`config.mk`:
```
export PLATFORM = sky130hd
export DESIGN_NAME = stencil_seq
export DESIGN_NICKNAME = d
export VERILOG_FILES = /design/src/rtl/stencil_seq.sv
export SDC_FILE = /design/constraint.sdc
export NUM_CORES = 1
export LEC_CHECK = 0
export CELL_PAD_IN_SITES_DETAIL_PLACEMENT = 0
export CELL_PAD_IN_SITES_GLOBAL_PLACEMENT = 1
export CORE_ASPECT_RATIO = 0.7
export CORE_MARGIN = 3
export CORE_UTILIZATION = 41
export DETAILED_ROUTE_END_ITERATION = 16
export HOLD_SLACK_MARGIN = 0.06
export PLACE_DENSITY_LB_ADDON = 0.1
export REMOVE_ABC_BUFFERS = 1
export SETUP_SLACK_MARGIN = 0.05
export SYNTH_ARGS = -nofsm -noshare
export SYNTH_HDL_FRONTEND = slang
export SYNTH_SLANG_ARGS = --single-unit
```
`constraint.sdc`:
```
create_clock -name ACLK -period 6.6 [get_ports ACLK]
set_clock_uncertainty 0.2 [all_clocks]
set_input_delay 1.32 -clock ACLK [delete_from_list [all_inputs] [get_ports ACLK]]
set_output_delay 1.32 -clock ACLK [all_outputs]
set_load 0.005 [all_outputs]
```
`src/rtl/stencil_seq.sv`:
```
// Row-level sequencer for the stencil coprocessor: streams an NxN image through a
// 3-slot line buffer, one read per input row and one calc + write per inner output row.
module stencil_seq (
  input  logic        ACLK,
  input  logic        ARESET,
  input  logic        STENCIL_GO,
  input  logic [15:0] STENCIL_SIZE,
  input  logic [31:0] STENCIL_SRC,
  input  logic [31:0] STENCIL_DST,
  output logic        STENCIL_DONE,
  output logic        STENCIL_BUSY,
  output logic        RD_CMD_VALID,
  input  logic        RD_CMD_READY,
  output logic [31:0] RD_CMD_ADDR,
  output logic [15:0] RD_CMD_LEN,
  output logic [1:0]  RD_CMD_SLOT,
  input  logic        RD_DONE,
  output logic        CALC_START,
  output logic [1:0]  CALC_TOP,
  output logic [1:0]  CALC_MID,
  output logic [1:0]  CALC_BOT,
  input  logic        CALC_DONE,
  output logic        WR_CMD_VALID,
  input  logic        WR_CMD_READY,
  output logic [31:0] WR_CMD_ADDR,
  output logic [15:0] WR_CMD_LEN,
  input  logic        WR_DONE
);

  typedef enum logic [2:0] {
    IDLE, RD_ISSUE, RD_WAIT, CALC, CALC_WAIT, WR_ISSUE, WR_WAIT, FIN
  } state_t;

  state_t      state_reg, state_next;
  logic        go_d_reg;
  logic [15:0] n_reg, rd_cnt_reg, row_reg;
  logic [31:0] stride_reg, rd_addr_reg, wr_addr_reg;
  logic [1:0]  top_reg, mid_reg, bot_reg;
  logic        start;
  logic        last_row;
  logic [31:0] size_stride;

  assign start       = (state_reg == IDLE) && STENCIL_GO && !go_d_reg;
  assign size_stride = {14'b0, STENCIL_SIZE, 2'b00};
  assign last_row    = (row_reg == n_reg - 16'd2);

  always_comb begin
    state_next = state_reg;
    case (state_reg)
      IDLE:      if (start) state_next = (STENCIL_SIZE < 16'd3) ? FIN : RD_ISSUE;
      RD_ISSUE:  if (RD_CMD_READY) state_next = RD_WAIT;
      // The first three reads fill the buffer; later reads feed exactly one calc each.
      RD_WAIT:   if (RD_DONE) state_next = (rd_cnt_reg < 16'd3) ? RD_ISSUE : CALC;
      CALC:      state_next = CALC_WAIT;
      CALC_WAIT: if (CALC_DONE) state_next = WR_ISSUE;
      WR_ISSUE:  if (WR_CMD_READY) state_next = WR_WAIT;
      WR_WAIT:   if (WR_DONE) state_next = last_row ? FIN : RD_ISSUE;
      FIN:       if (!STENCIL_GO) state_next = IDLE;
      default:   state_next = IDLE;
    endcase
  end

  always_ff @(posedge ACLK) begin
    if (ARESET) begin
      state_reg   <= IDLE;
      go_d_reg    <= 1'b0;
      n_reg       <= '0;
      rd_cnt_reg  <= '0;
      row_reg     <= '0;
      stride_reg  <= '0;
      rd_addr_reg <= '0;
      wr_addr_reg <= '0;
      top_reg     <= 2'd0;
      mid_reg     <= 2'd1;
      bot_reg     <= 2'd2;
    end else begin
      state_reg <= state_next;
      go_d_reg  <= STENCIL_GO;
      if (start) begin
        n_reg       <= STENCIL_SIZE;
        stride_reg  <= size_stride;
        rd_addr_reg <= STENCIL_SRC;
        wr_addr_reg <= STENCIL_DST + size_stride;
        rd_cnt_reg  <= '0;
        row_reg     <= 16'd1;
        top_reg     <= 2'd0;
        mid_reg     <= 2'd1;
        bot_reg     <= 2'd2;
      end
      if (state_reg == RD_ISSUE && RD_CMD_READY) begin
        rd_addr_reg <= rd_addr_reg + stride_reg;
        rd_cnt_reg  <= rd_cnt_reg + 16'd1;
      end
      if (state_reg == WR_ISSUE && WR_CMD_READY)
        wr_addr_reg <= wr_addr_reg + stride_reg;
      // The oldest row (top) is no longer needed, so its slot receives row r+2.
      if (state_reg == WR_WAIT && WR_DONE && !last_row) begin
        top_reg <= mid_reg;
        mid_reg <= bot_reg;
        bot_reg <= top_reg;
        row_reg <= row_reg + 16'd1;
      end
    end
  end

  always_comb begin
    RD_CMD_VALID = (state_reg == RD_ISSUE);
    RD_CMD_ADDR  = RD_CMD_VALID ? rd_addr_reg : '0;
    RD_CMD_LEN   = RD_CMD_VALID ? n_reg : '0;
    RD_CMD_SLOT  = '0;
    if (RD_CMD_VALID)
      RD_CMD_SLOT = (rd_cnt_reg < 16'd3) ? rd_cnt_reg[1:0] : bot_reg;
    WR_CMD_VALID = (state_reg == WR_ISSUE);
    WR_CMD_ADDR  = WR_CMD_VALID ? wr_addr_reg : '0;
    WR_CMD_LEN   = WR_CMD_VALID ? n_reg : '0;
    CALC_START   = (state_reg == CALC);
    CALC_TOP     = top_reg;
    CALC_MID     = mid_reg;
    CALC_BOT     = bot_reg;
    STENCIL_DONE = (state_reg == FIN);
    STENCIL_BUSY = (state_reg != IDLE) && (state_reg != FIN);
  end

endmodule

```
Word-level counts from Yosys, hierarchy flattened
Cells that the tools add are included.
{"block": "word_totals", "memories": 0, "elab_cells": 80, "ram_bits": 0, "ff_bits": 122, "latch_bits": 0, "out_inout_bits": 109, "mem_bits_ro": 0}
{"block": "classes", "eq_ne": 16, "mul": 0, "n_div": 0, "bitwise_logic": 0, "n_shift": 0, "n_mux": 31, "n_reduce_logical": 15, "addsub": 6, "magnitude_cmp": 2}
{"op": "$mux 32", "count": 6}
{"op": "$add 32x18->32", "count": 3}
{"op": "$mux 16", "count": 6}
{"op": "$add 16x1->16 const B", "count": 2}
{"op": "$lt 16x2->1 const B", "count": 2}
{"op": "$mux 3", "count": 9}
{"op": "$pmux 3 s8", "count": 1}
{"op": "$mux 2", "count": 9}
{"op": "$eq 16x16->1", "count": 1}
{"op": "$sub 16x2->16 const B", "count": 1}
{"op": "$eq 3x3->1 const B", "count": 4}
{"op": "$ne 2x2->1 const B", "count": 5}
{"op": "$logic_and 1x1->1", "count": 7}
{"op": "$reduce_and 7->1", "count": 1}
{"op": "$eq 3x2->1 const B", "count": 2}
{"op": "$reduce_bool 2->1", "count": 3}
{"op": "$ne 2x1->1 const B", "count": 2}
{"op": "$eq 3x1->1 const B", "count": 1}
{"op": "$logic_not 3->1", "count": 1}
{"op": "$ne 3x3->1 const B", "count": 1}
{"op": "$reduce_bool 3->1", "count": 1}
{"op": "$logic_not 1->1", "count": 2}

Depth between registers and ports, before layout
{"block": "logic_depth", "depth_word": 5, "depth_mapped": 12, "depth_no_buf": 11}

Least setup slack after synthesis
OpenSTA, ideal clock, no wires.
{"block": "synth_path", "path_type": "in2reg", "start": "input port STENCIL_SIZE[0]", "end": "register wr_addr_reg[20]", "arrival_ns": 3.328, "required_time_ns": 6.337, "slack_ns": 3.010, "setup_ns": 0.063, "cell_stages": 11, "path_buffers": 0, "cell_sequence": "ha_1 -> inv_1 -> fa_1 -> nor2b_1 -> o21a_1 -> o21ai_0 -> a21o_1 -> o211ai_1 -> nand2_1 -> or3_1 -> nand3_1"}
{"block": "synth_between", "elab_chain_len": 3}
{"element": "from (decl)", "line_no": "7", "text": "input logic [15:0] STENCIL_SIZE,"}
{"element": "$add 32x18->32", "line_no": "83", "text": "wr_addr_reg <= STENCIL_DST + size_stride;"}
{"element": "$mux 32", "line_no": "79", "text": "if (start) begin"}
{"element": "$mux 32", "line_no": "94", "text": "if (state_reg == WR_ISSUE && WR_CMD_READY)"}
{"element": "to (signal assigned)", "line_no": "83"}
{"element": "to (signal assigned)", "line_no": "95", "text": "wr_addr_reg <= wr_addr_reg + stride_reg;"}
{"element": "to (decl)", "line_no": "37", "text": "logic [31:0] stride_reg, rd_addr_reg, wr_addr_reg;"}
No other way between the ends. The select of a mux whose other input is x is not followed.
A chain may end at the register's enable or synchronous reset.

Final worst setup path
{"block": "layout_path", "start": "input port STENCIL_SIZE[2]", "end": "register wr_addr_reg[21]"}
Same word-level chain as after synthesis.

==> flow_summary.json <==
{
  "async_flop_share": 0,
  "clk_transition_reported_paths_ns": 0.06,
  "grt_pass1_wl_um": 51800,
  "fmax_mhz": 239,
  "critical_path_required_ns": 6.68,
  "place_inst": 1690,
  "netlist_top_cells_area": "dfxtp_1 (26%), ha_1 (6.7%), nand2_1 (5.3%), and3_1 (4.9%), a21oi_1 (4.7%)",
  "startpoint_type": "primary input",
  "worst_slew_pin_slew_ns": 1.04,
  "syn_inst": 1244,
  "vias_per_cell": 5.83,
  "wl_per_cell_um": 19.1,
  "pre_cts_ws_ns": 2.07,
  "setup_slack_ns": 2.41,
  "combinationalPowerShare": 0.233,
  "max-slew-margin-rel": 0.288,
  "hold_path_class": "register to register",
  "top_usage_layer": "met2",
  "yosys.area.top_type_share": 0.256,
  "design_area_sq_um": 12200,
  "yosys_warnings": 0,
  "critPathKind": "primary input to register",
  "initial_utilization": 0.420,
  "antenna_cells": 0,
  "cts_resized": 0,
  "overflow": 0,
  "switchingPower_mw": 0.729,
  "cp.depth": 10,
  "crit_family": "compound AO/OA/AOI/OAI gates",
  "ys.flop_type": "dfxtp_1",
  "drc": 0,
  "synth-edff-count": 0,
  "internal_power_mw": 1.59,
  "num-fill-cells": 2201,
  "final_nets": 1539,
  "finalNonFillerCells": 1720,
  "cp.arrival_ns": 4.27,
  "p_leak_nw": 4.82,
  "die_w_um": 188,
  "rrSetupSlack_ns": 2.75,
  "synth.avg_cell_area_sq_um": 7.67,
  "grt_usage": 0.256,
  "cp_max_fo": 4,
  "finalSetupViolCount": 0,
  "pwr-share-seq": 0.368,
  "drv_slew": 0,
  "endpoint": "wr_addr_reg[21]",
  "synth_cell_types": 88,
  "finalSetupTns_ns": 0,
  "met3_usage": 0.0550,
  "cts.htree.levels": 4,
  "critical-path-slowest-cell": "a211oi_1",
  "drt_pass1_iterations": 5,
  "grt_pass1_vias": 9392,
  "root_buffer": "clkbuf_16",
  "post_cts_buffers": 0,
  "clk_latency_ns": 0.43,
  "path_common_cell": "nor3_1",
  "holdWs_ns": 0.255,
  "synthesis.area_sq_um": 9540,
  "worstRegToRegCells": 6,
  "numPortBuffers": 196,
  "placementRows": 46,
  "antenna_found_initial": 0,
  "rsz0062_at_grt": "no",
  "cap_violations": 0,
  "worst-path-buf-inv": 1,
  "io_pins": 197,
  "ant_nets": 0,
  "status": "complete, no violations",
  "cts_buffers": 17,
  "period_needed_ns": 4.19,
  "cts_tree": "yes",
  "p_clk_frac": 0.399,
  "power_density_nw_per_um2": 189,
  "vdd_ir_drop_max_v": 0.000182,
  "synthMostInstantiatedCell": "nand2_1",
  "grt_util_met1": 0.380,
  "synth-seq-cells": 122,
  "die_area_sq_um": 25200,
  "hold_viol_final": 0,
  "switching_share": 0.315,
  "synth-seq-area-share": 0.256,
  "startpoint": "STENCIL_SIZE[2]",
  "yosys.area.top_type": "dfxtp_1",
  "grt_util_met2": 0.382,
  "dieHeight_um": 134,
  "area_growth_pct": 28.3,
  "core_sq_um": 22700,
  "num_vias": 10026,
  "placed_area_sq_um": 11700,
  "cts_buffer_depth": 2,
  "postCtsHoldBufs": 0,
  "cpPeakStageDelay_ns": 0.63,
  "gp_congestion": 0.855,
  "worstReg2RegStart": "state_reg[2]",
  "place_hpwl_um": 23500,
  "drtIter0Drc": 824,
  "routed_wl_um": 32800,
  "timing.rr.end": "wr_addr_reg[22]",
  "grt_max_degree": 65,
  "path_cells": "clkdlybuf4s50_1 > ha_1 > o21a_1 > a211oi_1 > nor3_1 > o211ai_1 > a21boi_0 > o21ai_0 > mux2i_1 > nor3_1",
  "cts_sinks": 122,
  "finalCritPeriodShare": 0.635,
  "crit_path_end_kind": "register",
  "synth_common_cells": "nand2_1 (135), dfxtp_1 (122), a21oi_1 (89)",
  "drive_above_1_share": 0.0597
}
[routing by layer]
metal	share of wire	vias up
li1	-	4899
met1	0.50	4752
met2	0.42	355
met3	0.073	20
met4	0.0095	0
met5	0	-
[final cells by class]
| class | count | area [sq um] | area share |
|---|---|---|---|
| Timing Repair Buffer | 205 | 2030 | 0.166 |
| Clock inverter | 8 | 96.3 | 0.00788 |
| Inverter | 29 | 109 | 0.00890 |
| Tap cell | 312 | 390 | 0.0319 |
| Multi-Input combinational cell | 1022 | 6700 | 0.548 |
| Clock buffer | 22 | 464 | 0.0379 |
| Sequential cell | 122 | 2440 | 0.200 |
[power groups by stage]
stage	combinational [mW]	sequential [mW]	clock [mW]
floorplan	0.335	0.836	0
global placement	0.530	0.867	0
detailed placement	0.533	0.867	0
CTS	0.537	0.851	0.938
global route	0.596	0.859	0.974
finish	0.540	0.853	0.924
[metrics by stage]
step,util,power (mW)
6_report,0.538,2.32
3_3_place_gp,0.513,1.40
3_5_place_dp,0.513,1.40
2_1_floorplan,-,1.17
4_1_cts,0.538,2.33
5_1_grt,0.538,2.43
[worst register-to-register path: stages, from the launching register on]
cell and delay [ns]:
dfxtp_2 0.63, nor3_1 0.93, nand2_2 0.70, nand2_1 0.60, nor2_1 0.07, or4_1 0.54
a21oi_1 0.12
[worst min-delay path by stage]
stage	start	to	slack [ns]	cells after the start
2_1_floorplan	rd_addr_reg[0]	rd_addr_reg[0]	0.23	2
3_3_place_gp	rd_addr_reg[1]	rd_addr_reg[1]	0.24	2
3_5_place_dp	rd_addr_reg[1]	rd_addr_reg[1]	0.24	2
4_1_cts	rd_addr_reg[1]	rd_addr_reg[1]	0.25	2
5_1_grt	wr_addr_reg[1]	wr_addr_reg[1]	0.28	2
6_report	rd_addr_reg[1]	rd_addr_reg[1]	0.25	2
[logic make-up after synthesis]
kind of cell	count (synthesis)	share of synthesized area
adder cells (fa/ha/maj)	54	0.0732
XOR/XNOR	62	0.0569
AO/OA/AOI/OAI	341	0.247
buffers and inverters	100	0.0426
multiplexers	21	0.0241
AND/OR/NAND/NOR	544	0.300
flip-flops	122	0.256
[placed cells by master, fill, tap and decap left out, types with 33 or more instances in the layout]
cell type,instances
clkdlybuf4s50_1,195
nand2_1,134
dfxtp_1,121
a21oi_1,89
nor2_1,81
and3_1,74
and2_1,58
ha_1,51
o21ai_0,45
nand3_1,41
nor3_1,38
xor2_1,33
Power figures use the tool's default switching activity.
